File: src/rtl/dmg_timer_pkg.sv
// Shared definitions for the DMG timer: register offsets, FSM states,
// overflow length and the divider tap table.
package dmg_timer_pkg;

    localparam logic [1:0] REG_TIMA = 2'b01;
    localparam logic [1:0] REG_TMA  = 2'b10;
    localparam logic [1:0] REG_TAC  = 2'b11;

    localparam int OVF_LEN = 4;

    typedef enum logic [1:0] {
        ST_IDLE,
        ST_OVF,
        ST_RELOAD
    } state_t;

    typedef struct packed {
        logic       en;
        logic [1:0] clk_sel;
    } tac_t;

    // Divider bit feeding the timer for each TAC clock select.
    localparam logic [3:0] TAP_IDX [4] = '{4'd9, 4'd3, 4'd5, 4'd7};

    function automatic logic tap_bit(input logic [15:0] d, input logic [1:0] clk_sel);
        return d[TAP_IDX[clk_sel]];
    endfunction

endpackage

File: src/rtl/dmg_timer_if.sv
// CPU register window of the DMG timer (FF05..FF07).
interface dmg_timer_if;
    logic       sel;
    logic [1:0] addr;
    logic       cpu_wr;
    logic       cpu_rd;
    logic [7:0] wdata;
    logic [7:0] rdata;
    logic       rdata_oe;

    modport master (
        output sel, addr, cpu_wr, cpu_rd, wdata,
        input  rdata, rdata_oe
    );

    modport slave (
        input  sel, addr, cpu_wr, cpu_rd, wdata,
        output rdata, rdata_oe
    );
endinterface

File: src/rtl/dmg_timer_tick.sv
// Selects the divider tap, gates it with the TAC enable and emits a tick
// on each falling edge of the gated tap, including edges caused by TAC writes.
module dmg_timer_tick
    import dmg_timer_pkg::*;
(
    input  logic        clk,
    input  logic        nreset,
    input  logic [15:0] div,
    input  tac_t        tac,
    output logic        tick
);

    logic gated;
    logic gated_q;

    assign gated = tac.en & tap_bit(div, tac.clk_sel);

    // NOTE: clocked state is assigned with <= so every flop samples pre-edge values.
    always_ff @(posedge clk or negedge nreset) begin
        if (!nreset) begin
            gated_q <= 1'b0;
        end else begin
            gated_q <= gated;
        end
    end

    // Clearing gated_q in reset means release can never look like a falling edge.
    assign tick = gated_q & ~gated;

endmodule

File: src/rtl/dmg_timer.sv
// DMG timer registers (TIMA/TMA/TAC) with the delayed overflow reload FSM
// and the zero-latency CPU read path.
module dmg_timer
    import dmg_timer_pkg::*;
(
    input  logic        clk,
    input  logic        nreset,
    input  logic [15:0] div,
    dmg_timer_if.slave  bus,
    output logic        irq
);

    localparam logic [1:0] OVF_LAST = 2'(OVF_LEN - 1);

    logic [7:0] tima;
    logic [7:0] tma;
    tac_t       tac;
    state_t     state;
    logic [1:0] ovf_cnt;
    logic       tick;

    logic       wr_en;
    logic       wr_tima;
    logic       wr_tma;
    logic       wr_tac;
    logic       rd_oe;
    logic [7:0] rdata_mux;

    dmg_timer_tick u_tick (
        .clk    (clk),
        .nreset (nreset),
        .div    (div),
        .tac    (tac),
        .tick   (tick)
    );

    assign wr_en   = bus.sel & bus.cpu_wr;
    assign wr_tima = wr_en & (bus.addr == REG_TIMA);
    assign wr_tma  = wr_en & (bus.addr == REG_TMA);
    assign wr_tac  = wr_en & (bus.addr == REG_TAC);

    always_ff @(posedge clk or negedge nreset) begin
        if (!nreset) begin
            tima    <= 8'h00;
            tma     <= 8'h00;
            tac     <= '0;
            state   <= ST_IDLE;
            ovf_cnt <= 2'd0;
            irq     <= 1'b0;
        end else begin
            irq <= 1'b0;
            if (wr_tma) tma <= bus.wdata;
            if (wr_tac) tac <= tac_t'(bus.wdata[2:0]);

            case (state)
                ST_IDLE: begin
                    // A CPU write to TIMA takes priority over a coincident tick.
                    if (wr_tima) begin
                        tima <= bus.wdata;
                    end else if (tick) begin
                        if (tima == 8'hFF) begin
                            tima    <= 8'h00;
                            ovf_cnt <= 2'd0;
                            state   <= ST_OVF;
                        end else begin
                            tima <= tima + 8'd1;
                        end
                    end
                end

                ST_OVF: begin
                    if (wr_tima) begin
                        tima  <= bus.wdata;
                        state <= ST_IDLE;
                    end else if (ovf_cnt == OVF_LAST) begin
                        tima  <= tma;
                        irq   <= 1'b1;
                        state <= ST_RELOAD;
                    end else begin
                        ovf_cnt <= ovf_cnt + 2'd1;
                        if (tick) tima <= tima + 8'd1;
                    end
                end

                ST_RELOAD: begin
                    // TIMA writes are dropped here; TMA writes pass through to TIMA.
                    state <= ST_IDLE;
                    if (wr_tma) begin
                        tima <= bus.wdata;
                    end else if (tick) begin
                        tima <= tima + 8'd1;
                    end
                end

                default: state <= ST_IDLE;
            endcase
        end
    end

    assign rd_oe = bus.sel & bus.cpu_rd & (bus.addr != 2'b00);

    // NOTE: default assignment first so no path through the block infers a latch.
    always_comb begin
        rdata_mux = 8'h00;
        if (rd_oe) begin
            case (bus.addr)
                REG_TIMA: rdata_mux = tima;
                REG_TMA:  rdata_mux = tma;
                REG_TAC:  rdata_mux = {5'b11111, tac};
                default:  rdata_mux = 8'h00;
            endcase
        end
    end

    assign bus.rdata    = rdata_mux;
    assign bus.rdata_oe = rd_oe;

endmodule

File: src/flat_wrapper.sv
// flat-port wrapper written by rule: the top's interface ports become plain ports
module dmg_timer_flat import dmg_timer_pkg::*;
  (clk, nreset, div, irq, bus_sel, bus_addr, bus_cpu_wr, bus_cpu_rd, bus_wdata, bus_rdata, bus_rdata_oe);
  dmg_timer_if bus_i ();
  input  logic clk;
  input  logic nreset;
  input  logic [15:0] div;
  output logic irq;
  input wire logic [$bits(bus_i.sel)-1:0] bus_sel;
  input wire logic [$bits(bus_i.addr)-1:0] bus_addr;
  input wire logic [$bits(bus_i.cpu_wr)-1:0] bus_cpu_wr;
  input wire logic [$bits(bus_i.cpu_rd)-1:0] bus_cpu_rd;
  input wire logic [$bits(bus_i.wdata)-1:0] bus_wdata;
  output wire logic [$bits(bus_i.rdata)-1:0] bus_rdata;
  output wire logic [$bits(bus_i.rdata_oe)-1:0] bus_rdata_oe;
  assign bus_i.sel = bus_sel;
  assign bus_i.addr = bus_addr;
  assign bus_i.cpu_wr = bus_cpu_wr;
  assign bus_i.cpu_rd = bus_cpu_rd;
  assign bus_i.wdata = bus_wdata;
  assign bus_rdata = bus_i.rdata;
  assign bus_rdata_oe = bus_i.rdata_oe;
  dmg_timer u_core (.clk(clk), .nreset(nreset), .div(div), .bus(bus_i), .irq(irq));
endmodule
File: config.mk
export PLATFORM = sky130hd
export DESIGN_NAME = dmg_timer_flat
export DESIGN_NICKNAME = d
export VERILOG_FILES = /design/src/rtl/dmg_timer_pkg.sv /design/src/rtl/dmg_timer_if.sv /design/src/rtl/dmg_timer_tick.sv /design/src/rtl/dmg_timer.sv /design/src/flat_wrapper.sv
export SDC_FILE = /design/constraint.sdc
export NUM_CORES = 1
export LEC_CHECK = 0
export BUFFER_PORTS_ARGS = -buffer_cell sky130_fd_sc_hd__buf_2
export CORE_MARGIN = 3
export CORE_UTILIZATION = 49
export CTS_CLUSTER_SIZE = 12
export DETAILED_ROUTE_END_ITERATION = 8
export MAX_ROUTING_LAYER = met4
export PLACE_DENSITY_LB_ADDON = 0.08
export SYNTH_ARGS = -nofsm -noshare
export SYNTH_HDL_FRONTEND = slang
export SYNTH_SLANG_ARGS = --single-unit
File: constraint.sdc
create_clock -name clk -period 1.7 [get_ports clk]
set_clock_uncertainty 0.05 [all_clocks]
set_input_delay 0.085 -clock clk [delete_from_list [all_inputs] [get_ports clk]]
set_output_delay 0.085 -clock clk [all_outputs]
set_load 0.005 [all_outputs]
Word-level counts from Yosys, hierarchy flattened:

Index checks and enable logic that the tools add are counted.
Widths: inputs -> output; s select.

* register bits: 25
* bits in latches: 0
* bits in writable memories: 0
* memory bits (read-only): 0
* output and inout port bits: 10
* word-level logic and storage cells: 73
* memories: 0

* add/subtract/negate cells: 2
* multiply operators: 0
* div/mod/pow operators: 0
* magnitude comparators: 2
* eq/ne operators: 14
* shifts and indexed selects: 0
* mux-type cells: 30
* bitwise operators: 10
* reductions and logical operators: 7

Operator list (count)
* $mux 8: 8
* $pmux 8 s3: 2
* $mux 2: 10
* $add 8x1->8 const B: 1
* $and 1x1->1: 8
* $bmux 4 s2: 1
* $eq 2x2->1 const B: 4
* $eq 8x8->1 const B: 1
* $mux 4: 2
* $pmux 2 s2: 2
* $ne 2x2->1 const B: 3
* $ne 3x1->1 const B: 2
* $reduce_and 6->1: 1
* $lt 4x5->1 const B: 1
* $bmux 1 s4: 1
* $eq 2x1->1 const B: 2
* $mux 1: 4
* $ne 2x1->1 const B: 2
* $reduce_and 4->1: 1
* $reduce_bool 2->1: 2
* $ge 3x3->1 const B: 1
* $not 2->3: 1
* $reduce_bool 3->1: 1
* $add 2x1->2 const B: 1
* other kinds (3): 3

Longest topological paths before layout:

Gate-level depths: netlist of the first run.

* depth in word-level cells: 13
* gate-level depth with buffers: 8
* gate-level depth less buffers: 8

By module:

Synthesis of the first run repeated with hierarchy kept, for this count alone.

* cells, all modules: 233
* area, all modules: 1916.8 um^2

Modules (own cells, without submodules)
* dmg_timer: instances 1, cells an instance 229, area each 1855.5 um^2, seq. area each 600.6 um^2
* dmg_timer_tick: instances 1, cells an instance 4, area each 61.3 um^2, seq. area each 25.0 um^2

Worst setup path after synthesis of the first run:

Ideal clock, no wire load.

* path kind: flip-flop to flip-flop
* start: reg u_core.state[1]
* end: reg u_core.tima[2]
* setup time: 0.124 ns
* arrival: 1.733 ns
* slack: -0.207 ns
* stages on the path, launching flop included: 8
* clock period less this slack: 1.907 ns
* path through: dfrtp_1 inv_1 ha_1 clkbuf_1 inv_1 a311oi_2 nand2_1 o31a_1

* cells in the longest elaborated chain, start to end: 3

RTL lines
* from (decl): line dmg_timer.sv:18 `state_t state;`
* from (signal assigned): line dmg_timer.sv:47 `state <= ST_IDLE;`
* from (signal assigned): line dmg_timer.sv:64 `state <= ST_OVF;`
* from (signal assigned): line dmg_timer.sv:74 `state <= ST_IDLE;`
* $logic_not 2->1 (tied with other cells): line dmg_timer.sv:55 `case (state)`
* $ne 3x1->1 (no source line) / $reduce_bool 3->1 (equally long branches)
* $reduce_and 2->1 (no source line)
* to (signal assigned): line dmg_timer.sv:59 `tima <= bus.wdata;`
* to (signal assigned): line dmg_timer.sv:66 `tima <= tima + 8'd1;`
* to (signal assigned): line dmg_timer.sv:73 `tima <= bus.wdata;`
* to (decl): line dmg_timer.sv:15 `logic [7:0] tima;`

Parallel ways exist; a longest one is shown, timed or not.
A chain may end at the register's enable or synchronous reset.

Worst setup path in the final report of the first run:

* start: reg, netlist name u_core.tac[0]
* end: reg u_core.tima[7]

* cells in the longest elaborated chain, start to end: 13

RTL lines
* $not 2->3 (implied by the code) *: line dmg_timer_pkg.sv:26 `return d[TAP_IDX[clk_sel]];`
* $bmux 4 s2 *: line dmg_timer_pkg.sv:26
* $mux 4 (implied by the code) * (2 in a row): line dmg_timer_pkg.sv:26
* $bmux 1 s4 *: line dmg_timer_pkg.sv:26
* $mux 1 (implied by the code) *: line dmg_timer_pkg.sv:26
* $and 1x1->1 *: line dmg_timer_tick.sv:16 `assign gated = tac.en & tap_bit(div, tac.clk_sel);`
* $not 1->1 *: line dmg_timer_tick.sv:28 `assign tick = gated_q & ~gated;`
* $and 1x1->1 *: line dmg_timer_tick.sv:28
* $mux 8 (3 in a row)
* $pmux 8 s3

Mark *: on every way between the ends. The rest lies on a longest branch, timed or not. The select of a mux whose other input is x is not followed.

==> impl_metrics.toml, run 1 <==
[clocking]
clkTransAtPathRegs_ns = 0.09
root_buffer = "clkbuf_8"
clk_latency_ns = 0.28
numCtsBuffers = 3
cts_buffer_depth = 2
cts_num_sinks = 25
htreeDepth = 1
cts_tree = "yes"

[timing]
finalCriticalPeriod_ns = 2.10
slew_violations = 0
maxSlewHeadroom_pct = 61.8
max_clock_freq_mhz = 475
grt_setup_unrepaired = "yes"
final.setup.worst_slack_ns = -0.404
setup_violations = 12
tightest_slew_ns = 0.573
post-route-period-util_pct = 124
hold_viol_final = 0

[critical_path]
cp-end-kind = "register"
rr_startpoint = "u_core.tac[0]"
startpoint_type = "register"
critical_path.max_fanout = 6
path_class = "register to register"
cp.arrival_ns = 2.26
worstPathRequired_ns = 1.85
cp-startpoint = "u_core.tac[0]"

[global_routing]
grt_pass1_vias = 2017
grt_usage_pct = 28.6
gr-total-overflow = 0
grt_max_degree = 26
antenna_found_initial = 0
grt_pass1_wl_mm = 9.77

[min_path]
hold_path.class = "input port to register"
hold_start = "bus_wdata[7]"

[outcome]
violations = "negative setup slack"
status = "complete, but fails checks"

[placed_design]
gp_congestion = 0.971
port-buffer-count = 28
dp_cells = 345
hpwl_mm = 4.60

[logic_synthesis]
synth_edf_count = 0
synth_common_cells = "dfrtp_1 (25), nand2_1 (22), nor2_1 (20), mux2_2 (14), nand3_1 (11)"
synthMostInstantiatedCell = "dfrtp_1"
synth_cell_types = 51
async_flop_share_pct = 100
synth_seq_cells = 25
avgSynthCellArea_um2 = 8.57
synth_fp_nets = 264
yosysTopAreaCellShare_pct = 32.2
synth_area_leaders = "dfrtp_1 (32%), mux2_2 (8.1%), nand2_1 (4.2%), ha_1 (3.9%), nor2_1 (3.9%)"
yosysTopAreaCell = "dfrtp_1"
seq_area_frac_synth_pct = 32.2
syn_area_mm2 = 0.00194
syn_inst = 227
synth_ff_type = "dfrtp_1"
yosys_warnings = 0

[die]
dieHeight_um = 69.0
fp-row-count = 22
ios = 41
start_util_pct = 51.9
die_w_um = 69.0
core_mm2 = 0.00374
dieArea_mm2 = 0.00476

[detailed_routing]
drt_iter0_drc = 193
route.vias.total = 2147
drt-vias-per-instance = 6.03
dr.pass1.iters = 5
ant_nets = 0
wl_mm = 6.13
drc = 0
wl_per_cell_um = 17.2

[cells_and_area]
fillers = 309
fin_nets = 346
antennaDiodeCount = 0
final_cells = 356
drive_gt1_share_pct = 39.9
syn_to_final_growth_pct = 38.8

[power_and_ir_drop]
ir_drop_mv = 0.617
pwr_density_cell_mw_per_mm2 = 855
leakage_nw = 1.28
p_total_mw = 2.31

[flow_run]
cap_violations = 0
## critical path, cell delays in order, from the launching register on
cell	delay, ns
dfrtp_1	0.43
mux2i_1	0.34
o221ai_2	0.23
buf_4	0.22
nor3_4	0.24
xor2_2	0.20
o2111ai_1	0.14
a41oi_1	0.17
## worst paths after layout
path | to | slack, ns | cells past startpoint
worst max-delay path | u_core.tima[7] | -0.40 | 7
worst min-delay path | u_core.tma[7] | 0.02 | 2
worst max register to register | u_core.tima[7] | -0.40 | 7
worst min register to register | u_core.tma[1] | 0.49 | 1
max in group asynchronous | u_core.tima[7] | 0.96 | 2
min in group asynchronous | u_core.tima[1] | 0.27 | 2
## stage by stage
| stage | hold slack, ns | instance area [µm²] | worst slack, ns | setup TNS [ns] | util, % |
|---|---|---|---|---|---|
| 2_1_floorplan | -0.261 | 1970 | -0.112 | -0.571 | - |
| 3_3_place_gp | 0.0717 | 2530 | -0.266 | -2.14 | 67.6 |
| 3_5_place_dp | 0.0737 | 2530 | -0.334 | -2.74 | 67.6 |
| 4_1_cts | 0.0147 | 2680 | -0.290 | -2.47 | 71.5 |
| 5_1_grt | 0.0247 | 2700 | -0.460 | -4.45 | 72.1 |
| 6_report | 0.0220 | 2700 | -0.404 | -3.65 | 72.1 |
## area by class of cell
cell class / instances / area (µm²) / share of cell area [%]
timing repair buffer: 91 / 627 / 23.2
sequential: 25 / 626 / 23.2
tap: 48 / 60.1 / 2.23
inverter: 9 / 33.8 / 1.25
clock buffer: 3 / 41.3 / 1.53
multi-input combinational: 179 / 1300 / 48.3
clock inverter: 1 / 7.51 / 0.278
## cell families after synthesis
group / synth area share, %
AND/OR/NAND/NOR: 19.2
adder cells (fa/ha/maj): 3.86
AO/OA/AOI/OAI: 26.5
buffers and inverters: 4.83
XOR/XNOR: 2.70
multiplexers: 10.7
flip-flops: 32.2
## power breakdown
part	internal [mW]	switching (mW)	leakage (nW)	total, mW
Combinational	0.536	0.531	0.944	1.07
Sequential	0.742	0.120	0.311	0.862
Clock	0.167	0.210	0.0217	0.377
Total	1.45	0.862	1.28	2.31
## placed cells by master, fill, tap and decap left out, types with 3 or more instances in the layout
| master | count |
|---|---|
| nand3_1 | 10 |
| ha_1 | 6 |
| inv_1 | 9 |
| dfrtp_1 | 25 |
| o21ai_0 | 8 |
| mux2_2 | 14 |
| clkbuf_8 | 3 |
| a31oi_1 | 4 |
| nor2_1 | 19 |
| o31ai_1 | 4 |
| buf_2 | 28 |
| mux2i_1 | 3 |
| o22ai_1 | 6 |
| nand2_1 | 22 |
| o211ai_1 | 3 |
| buf_4 | 59 |
| a22o_1 | 4 |
| a22oi_1 | 9 |
| a21oi_1 | 9 |
| a21o_1 | 3 |
| nor3_1 | 3 |
| buf_6 | 3 |
| o21ai_1 | 5 |
| xor2_1 | 3 |
## sequential cells by signal (all words and copies together) (netlist names)
signal / cells
u_core.state: 2
u_core.tma: 8
u_core.irq: 1
u_core.tima: 8
u_core.u_tick.gated_q: 1
u_core.tac: 3
u_core.ovf_cnt: 2
## layer usage
layer	up-vias	routed length (µm)	global-route usage (%)
met5	-	0	-
met4	0	89	6.57
met3	12	469	4.70
met2	112	2840	44.8
met1	1012	2730	38.8
li1	1011	-	-
## timing repair
| item | 4_1_cts | 5_1_grt |
|---|---|---|
| endpoints found under the setup margin | 12 | 12 |
| pin swaps | 11 | 2 |
| buffers inserted | 6 | 0 |
| resized for setup | 8 | 4 |
| endpoints found under the hold margin | 25 | 0 |
| hold buffers | 1 | 0 |
No activity file was read; power rests on OpenSTA's default activity.
==> run 2, diff against run 1 <==
--- a/config.mk
+++ b/config.mk
@@ -10,6 +10,7 @@
 export CORE_UTILIZATION = 49
 export CTS_CLUSTER_SIZE = 12
 export DETAILED_ROUTE_END_ITERATION = 8
+export HOLD_SLACK_MARGIN = 0.15
 export MAX_ROUTING_LAYER = met4
 export PLACE_DENSITY_LB_ADDON = 0.08
 export SYNTH_ARGS = -nofsm -noshare
==> impl_metrics.toml, run 2 (same netlist as run 1, synthesis figures left out) <==
[detailed_routing]
dr.pass1.iters = 5
ant_nets = 0
drc = 0
drt-vias-per-instance = 6.01
route.vias.total = 2199
wl_per_cell_um = 17.4
wl_mm = 6.37
drt_iter0_drc = 198

[clocking]
cts_tree = "yes"
clk_latency_ns = 0.28
clkTransAtPathRegs_ns = 0.09
htreeDepth = 1
root_buffer = "clkbuf_8"
cts_buffer_depth = 2
numCtsBuffers = 3
cts_num_sinks = 25

[die]
die_w_um = 69.0
core_mm2 = 0.00374
start_util_pct = 51.9
ios = 41
dieHeight_um = 69.0
fp-row-count = 22
dieArea_mm2 = 0.00476

[cells_and_area]
reg.largest.list = "u_core.tima: 8 flops, u_core.tma: 8 flops, u_core.tac: 3 flops"
fin_area_mm2 = 0.00280
final_common_cell = "buf_4"
mostFrequentLayoutCells = "buf_4 (61), buf_2 (28), dfrtp_1 (25)"
fin_nets = 356
antennaDiodeCount = 0
syn_to_final_growth_pct = 44.1
fillers = 294
drive_gt1_share_pct = 39.3

[power_and_ir_drop]
pwr_density_cell_mw_per_mm2 = 840
pwr-share-seq_pct = 36.8
p_total_mw = 2.36
p_comb_share_pct = 47.2
p_switching_uw = 883
internal-power_mw = 1.47
leakage_nw = 1.31
ir_drop_mv = 0.584
clkPwrFrac_pct = 16.0
switching_share_pct = 37.5

[timing]
setup_violations = 12
tightest_slew_ns = 0.583
slew_violations = 0
finalCriticalPeriod_ns = 2.08
grt_setup_unrepaired = "yes"
holdWs_ns = 0.226
max_clock_freq_mhz = 481
hold_viol_final = 0
final.setup.worst_slack_ns = -0.377
maxSlewHeadroom_pct = 61.1
post-route-period-util_pct = 122
tns_ns = -3.38

[critical_path]
critPathBufInv = 0
slowest_delay_ns = 0.48
r2r_cells = 6
r2r_setup_slack_ns = -0.38
path_depth = 6
slowest_stage = "dfrtp_1"
worstPathRequired_ns = 1.88
critical_path.max_fanout = 6
cp.arrival_ns = 2.25
cp_cell_sequence = "mux2i_2, o221ai_4, or3_1, or3b_1, nand2_1, a32o_1"
startpoint_type = "register"
cp_top_family = "simple AND/OR/NAND/NOR gates"
path_class = "register to register"
cp-end-kind = "register"

[min_path]
hold_depth = 3
hold_path.class = "input port to register"

[placed_design]
dp_slack_ns = -0.334
hpwl_mm = 4.60
port-buffer-count = 28
gp_congestion = 0.971
placed_cell_area_mm2 = 0.00253

[outcome]
status = "complete, but fails checks"
violations = "negative setup slack"

[global_routing]
grt_max_degree = 26
grt_usage_pct = 29.5
gr-total-overflow = 0
grt_pass1_wl_mm = 10.1
antenna_found_initial = 0
grt_pass1_vias = 2109

[flow_run]
cap_violations = 0
[run 2: cell count changes in the layout (fill, tap and decap cells not counted)]
| cell | before | now |
|---|---|---|
| mux2i_2 | 1 | 2 |
| mux2i_1 | 3 | 2 |
| dlygate4sd3_1 | 1 | 9 |
| a221oi_2 | 1 | 0 |
| buf_4 | 59 | 61 |
| o221ai_4 | 0 | 1 |
| a221oi_1 | 2 | 3 |
| o221ai_2 | 1 | 0 |
[run 2: area by class of cell]
type	instances	area (µm²)	share of cell area, %
Clock buffer	3	41.3	1.47
Sequential cell	25	626	22.3
Multi-Input combinational cell	179	1310	46.8
Inverter	9	33.8	1.21
Clock inverter	1	7.51	0.268
Timing Repair Buffer	101	722	25.8
Tap cell	48	60.1	2.14
[run 2: per-stage QoR]
step | util, % | instances
5_1_grt | 74.9 | 366
3_3_place_gp | 67.6 | 345
4_1_cts | 73.9 | 365
2_1_floorplan | - | 227
3_5_place_dp | 67.6 | 345
6_report | 74.9 | 366
[run 2: worst paths after layout]
path,startpoint,to
setup / recovery,u_core.tac[0],u_core.tima[6]
hold / removal,bus_cpu_wr,u_core.tac[2]
hold reg to reg,u_core.tma[1],u_core.tma[1]
setup reg to reg,u_core.tac[0],u_core.tima[6]
max in group asynchronous,nreset,u_core.tma[5]
min in group asynchronous,nreset,u_core.tima[6]
[run 2: layer usage]
layer	GRT usage, %	share of wire [%]	vias to the layer above
li1	-	-	1030
met1	39.1	43	1038
met2	46.3	47	113
met3	5.19	8.0	18
met4	8.03	2.1	0
met5	-	0	-
[run 2: tightest hold or removal path, cell delays in order]
cell     delay [ns]
buf_2          0.12
nand4_1        0.15
mux2_2         0.18
[run 2: what timing repair did]
item | CTS | global route
hold buffers | 10 | 0
hold endpoints to repair | 38 | 0
setup endpoints to repair | 12 | 12
setup buffers | 6 | 1
pin swaps | 11 | 4
resized for setup | 8 | 6
[run 2: power by group through the flow]
stage          sequential, mW  clock (mW)  combinational, mW
5_1_grt                 0.882       0.411               1.19
3_3_place_gp            0.864           0              0.951
3_5_place_dp            0.866           0              0.964
4_1_cts                 0.857       0.388               1.05
2_1_floorplan           0.867           0              0.555
6_report                0.866       0.377               1.11
==> run 3, diff against run 2 <==
--- a/config.mk
+++ b/config.mk
@@ -5,9 +5,10 @@
 export SDC_FILE = /design/constraint.sdc
 export NUM_CORES = 1
 export LEC_CHECK = 0
+export ABC_AREA = 1
 export BUFFER_PORTS_ARGS = -buffer_cell sky130_fd_sc_hd__buf_2
 export CORE_MARGIN = 3
-export CORE_UTILIZATION = 49
+export CORE_UTILIZATION = 51
 export CTS_CLUSTER_SIZE = 12
 export DETAILED_ROUTE_END_ITERATION = 8
 export HOLD_SLACK_MARGIN = 0.15
==> impl_metrics.toml, run 3 <==
[global_routing]
grt_pass1_vias = 2329
grt_pass1_wl_mm = 11.0
gr-total-overflow = 0
antenna_found_initial = 0
grt_usage_pct = 27.1
grt_max_degree = 26

[cells_and_area]
fin_area_mm2 = 0.00297
fin_nets = 469
mostFrequentLayoutCells = "nand2_1 (114), inv_1 (46), nand3_1 (42)"
antennaDiodeCount = 0
drive_gt1_share_pct = 27.8
final_cells = 481
fillers = 348
syn_to_final_growth_pct = 29.8
final_common_cell = "nand2_1"
reg.largest.list = "u_core.tima: 8 flops, u_core.tma: 8 flops, u_core.tac: 3 flops"

[logic_synthesis]
async_flop_share_pct = 100
syn_area_mm2 = 0.00229
seq_area_frac_synth_pct = 27.3
synth_cell_types = 32
synth_ff_type = "dfrtp_1"
syn_inst = 368
yosysTopAreaCellShare_pct = 27.3
synth_fp_nets = 405
synth_common_cells = "nand2_1 (121), inv_1 (49), nand3_1 (47), dfrtp_1 (25), o21ai_0 (23)"
synthMostInstantiatedCell = "nand2_1"
avgSynthCellArea_um2 = 6.23
synth_seq_cells = 25
yosysTopAreaCell = "dfrtp_1"
synth_edf_count = 0
synth_area_leaders = "dfrtp_1 (27%), nand2_1 (20%), nand3_1 (10%), inv_1 (8.0%), o21ai_0 (5.0%)"
yosys_warnings = 0

[flow_run]
cap_violations = 0

[outcome]
status = "complete, but fails checks"
violations = "negative setup slack"

[detailed_routing]
dr.pass1.iters = 5
wl_mm = 7.05
drt_iter0_drc = 277
ant_nets = 0
drc = 0
wl_per_cell_um = 14.7
drt-vias-per-instance = 5.51
route.vias.total = 2651

[clocking]
cts_tree = "yes"
clk_latency_ns = 0.28
cts_buffer_depth = 2
htreeDepth = 1
root_buffer = "clkbuf_8"
clkTransAtPathRegs_ns = 0.10
numCtsBuffers = 3
cts_num_sinks = 25

[placed_design]
placed_cell_area_mm2 = 0.00258
dp_cells = 455
hpwl_mm = 4.63
port-buffer-count = 28
gp_congestion = 0.881

[critical_path]
critical_path.max_fanout = 7
cp.arrival_ns = 1.89
cp-end-kind = "register"
path_class = "register to register"
worstPathRequired_ns = 1.87
startpoint_type = "register"

[power_and_ir_drop]
leakage_nw = 1.62
ir_drop_mv = 0.545
pwr_density_cell_mw_per_mm2 = 1140

[die]
core_mm2 = 0.00417
ios = 41
start_util_pct = 54.9
fp-row-count = 23
dieHeight_um = 73.0
die_w_um = 73.0
dieArea_mm2 = 0.00533

[min_path]
hold_path.class = "input port to register"

[timing]
post-route-period-util_pct = 101
final.setup.worst_slack_ns = -0.0254
maxSlewHeadroom_pct = 58.8
max_clock_freq_mhz = 580
tightest_slew_ns = 0.618
finalCriticalPeriod_ns = 1.73
hold_viol_final = 0
slew_violations = 0
setup_violations = 6
grt_setup_unrepaired = "yes"
==> run 3: area by class of cell <==
cell class                      count  area, µm²  share of cell area [%]
Multi-Input combinational cell    270       1450                    48.9
Sequential cell                    25        626                    21.0
Timing Repair Buffer               74        539                    18.1
Inverter                           57        234                    7.87
Tap cell                           50       62.6                    2.10
Clock buffer                        3       41.3                    1.39
Timing Repair inverter              1       11.3                   0.379
Clock inverter                      1       5.00                   0.168
==> run 3: critical path: stages, from the launching register on <==
cell	delay, ns
dfrtp_1	0.43
inv_2	0.10
nand2_2	0.06
nand3_2	0.06
nand2_2	0.07
nand2_4	0.11
nand2_8	0.10
a31oi_4	0.29
clkinv_4	0.16
a21oi_2	0.12
nand2_1	0.06
nand2_1	0.05
==> run 3: what timing repair did <==
| action | 4_1_cts | 5_1_grt |
|---|---|---|
| buffers inserted | 0 | 12 |
| hold endpoints to repair | 36 | 0 |
| gates resized for setup | 0 | 47 |
| hold buffers | 9 | 0 |
| setup endpoints to repair | 0 | 12 |
==> run 3: path summary, 6_finish.rpt <==
check | cells after the start | slack, ns | endpoint | start
setup reg to reg | 11 | -0.03 | u_core.tima[6] | u_core.tac[0]
hold / removal | 7 | 0.23 | u_core.u_tick.gated_q | div[7]
hold reg to reg | 2 | 0.45 | u_core.ovf_cnt[1] | u_core.ovf_cnt[1]
setup / recovery | 11 | -0.03 | u_core.tima[6] | u_core.tac[0]
max in group asynchronous | 2 | 0.90 | u_core.ovf_cnt[1] | nreset
min in group asynchronous | 2 | 0.29 | u_core.tma[4] | nreset
==> run 3: logic make-up (layout without fill, tap and decap cells) <==
family	count (synthesis)	after routing	synth area share, %
XOR/XNOR	1	1	0.382
adder cells (fa/ha/maj)	6	6	3.28
AO/OA/AOI/OAI	63	63	16.2
flip-flops	25	25	27.3
buffers and inverters	73	136	14.1
AND/OR/NAND/NOR	200	200	38.7
==> run 3: per-stage QoR <==
| stage | worst slack (ns) | total power [mW] | hold slack (ns) | util, % | TNS [ns] |
|---|---|---|---|---|---|
| 2_1_floorplan | 0.124 | 2.09 | -0.261 | - | 0 |
| 3_3_place_gp | 0.0823 | 2.54 | 0.0750 | 61.8 | 0 |
| 3_5_place_dp | 0.0651 | 2.57 | 0.0885 | 61.8 | 0 |
| 4_1_cts | 0.0367 | 2.97 | 0.215 | 65.1 | 0 |
| 5_1_grt | -0.123 | 3.67 | 0.262 | 71.2 | -0.760 |
| 6_report | -0.0254 | 3.39 | 0.231 | 71.2 | -0.111 |
==> run 3: routing by layer <==
| layer | wire (µm) | part of all wire [%] | up-vias | global-route usage (%) |
|---|---|---|---|---|
| met5 | 0 | 0 | - | - |
| met4 | 97 | 1.4 | 0 | 10.0 |
| met3 | 536 | 7.6 | 12 | 2.07 |
| met2 | 3380 | 48 | 135 | 43.2 |
| met1 | 3030 | 43 | 1208 | 36.0 |
| li1 | - | - | 1296 | - |
==> run 3: report_power, final <==
group	total, mW	switching, mW	internal [mW]
clock network	0.377	0.212	0.165
logic	2.13	1.24	0.889
registers	0.885	0.134	0.751
total	3.39	1.59	1.80
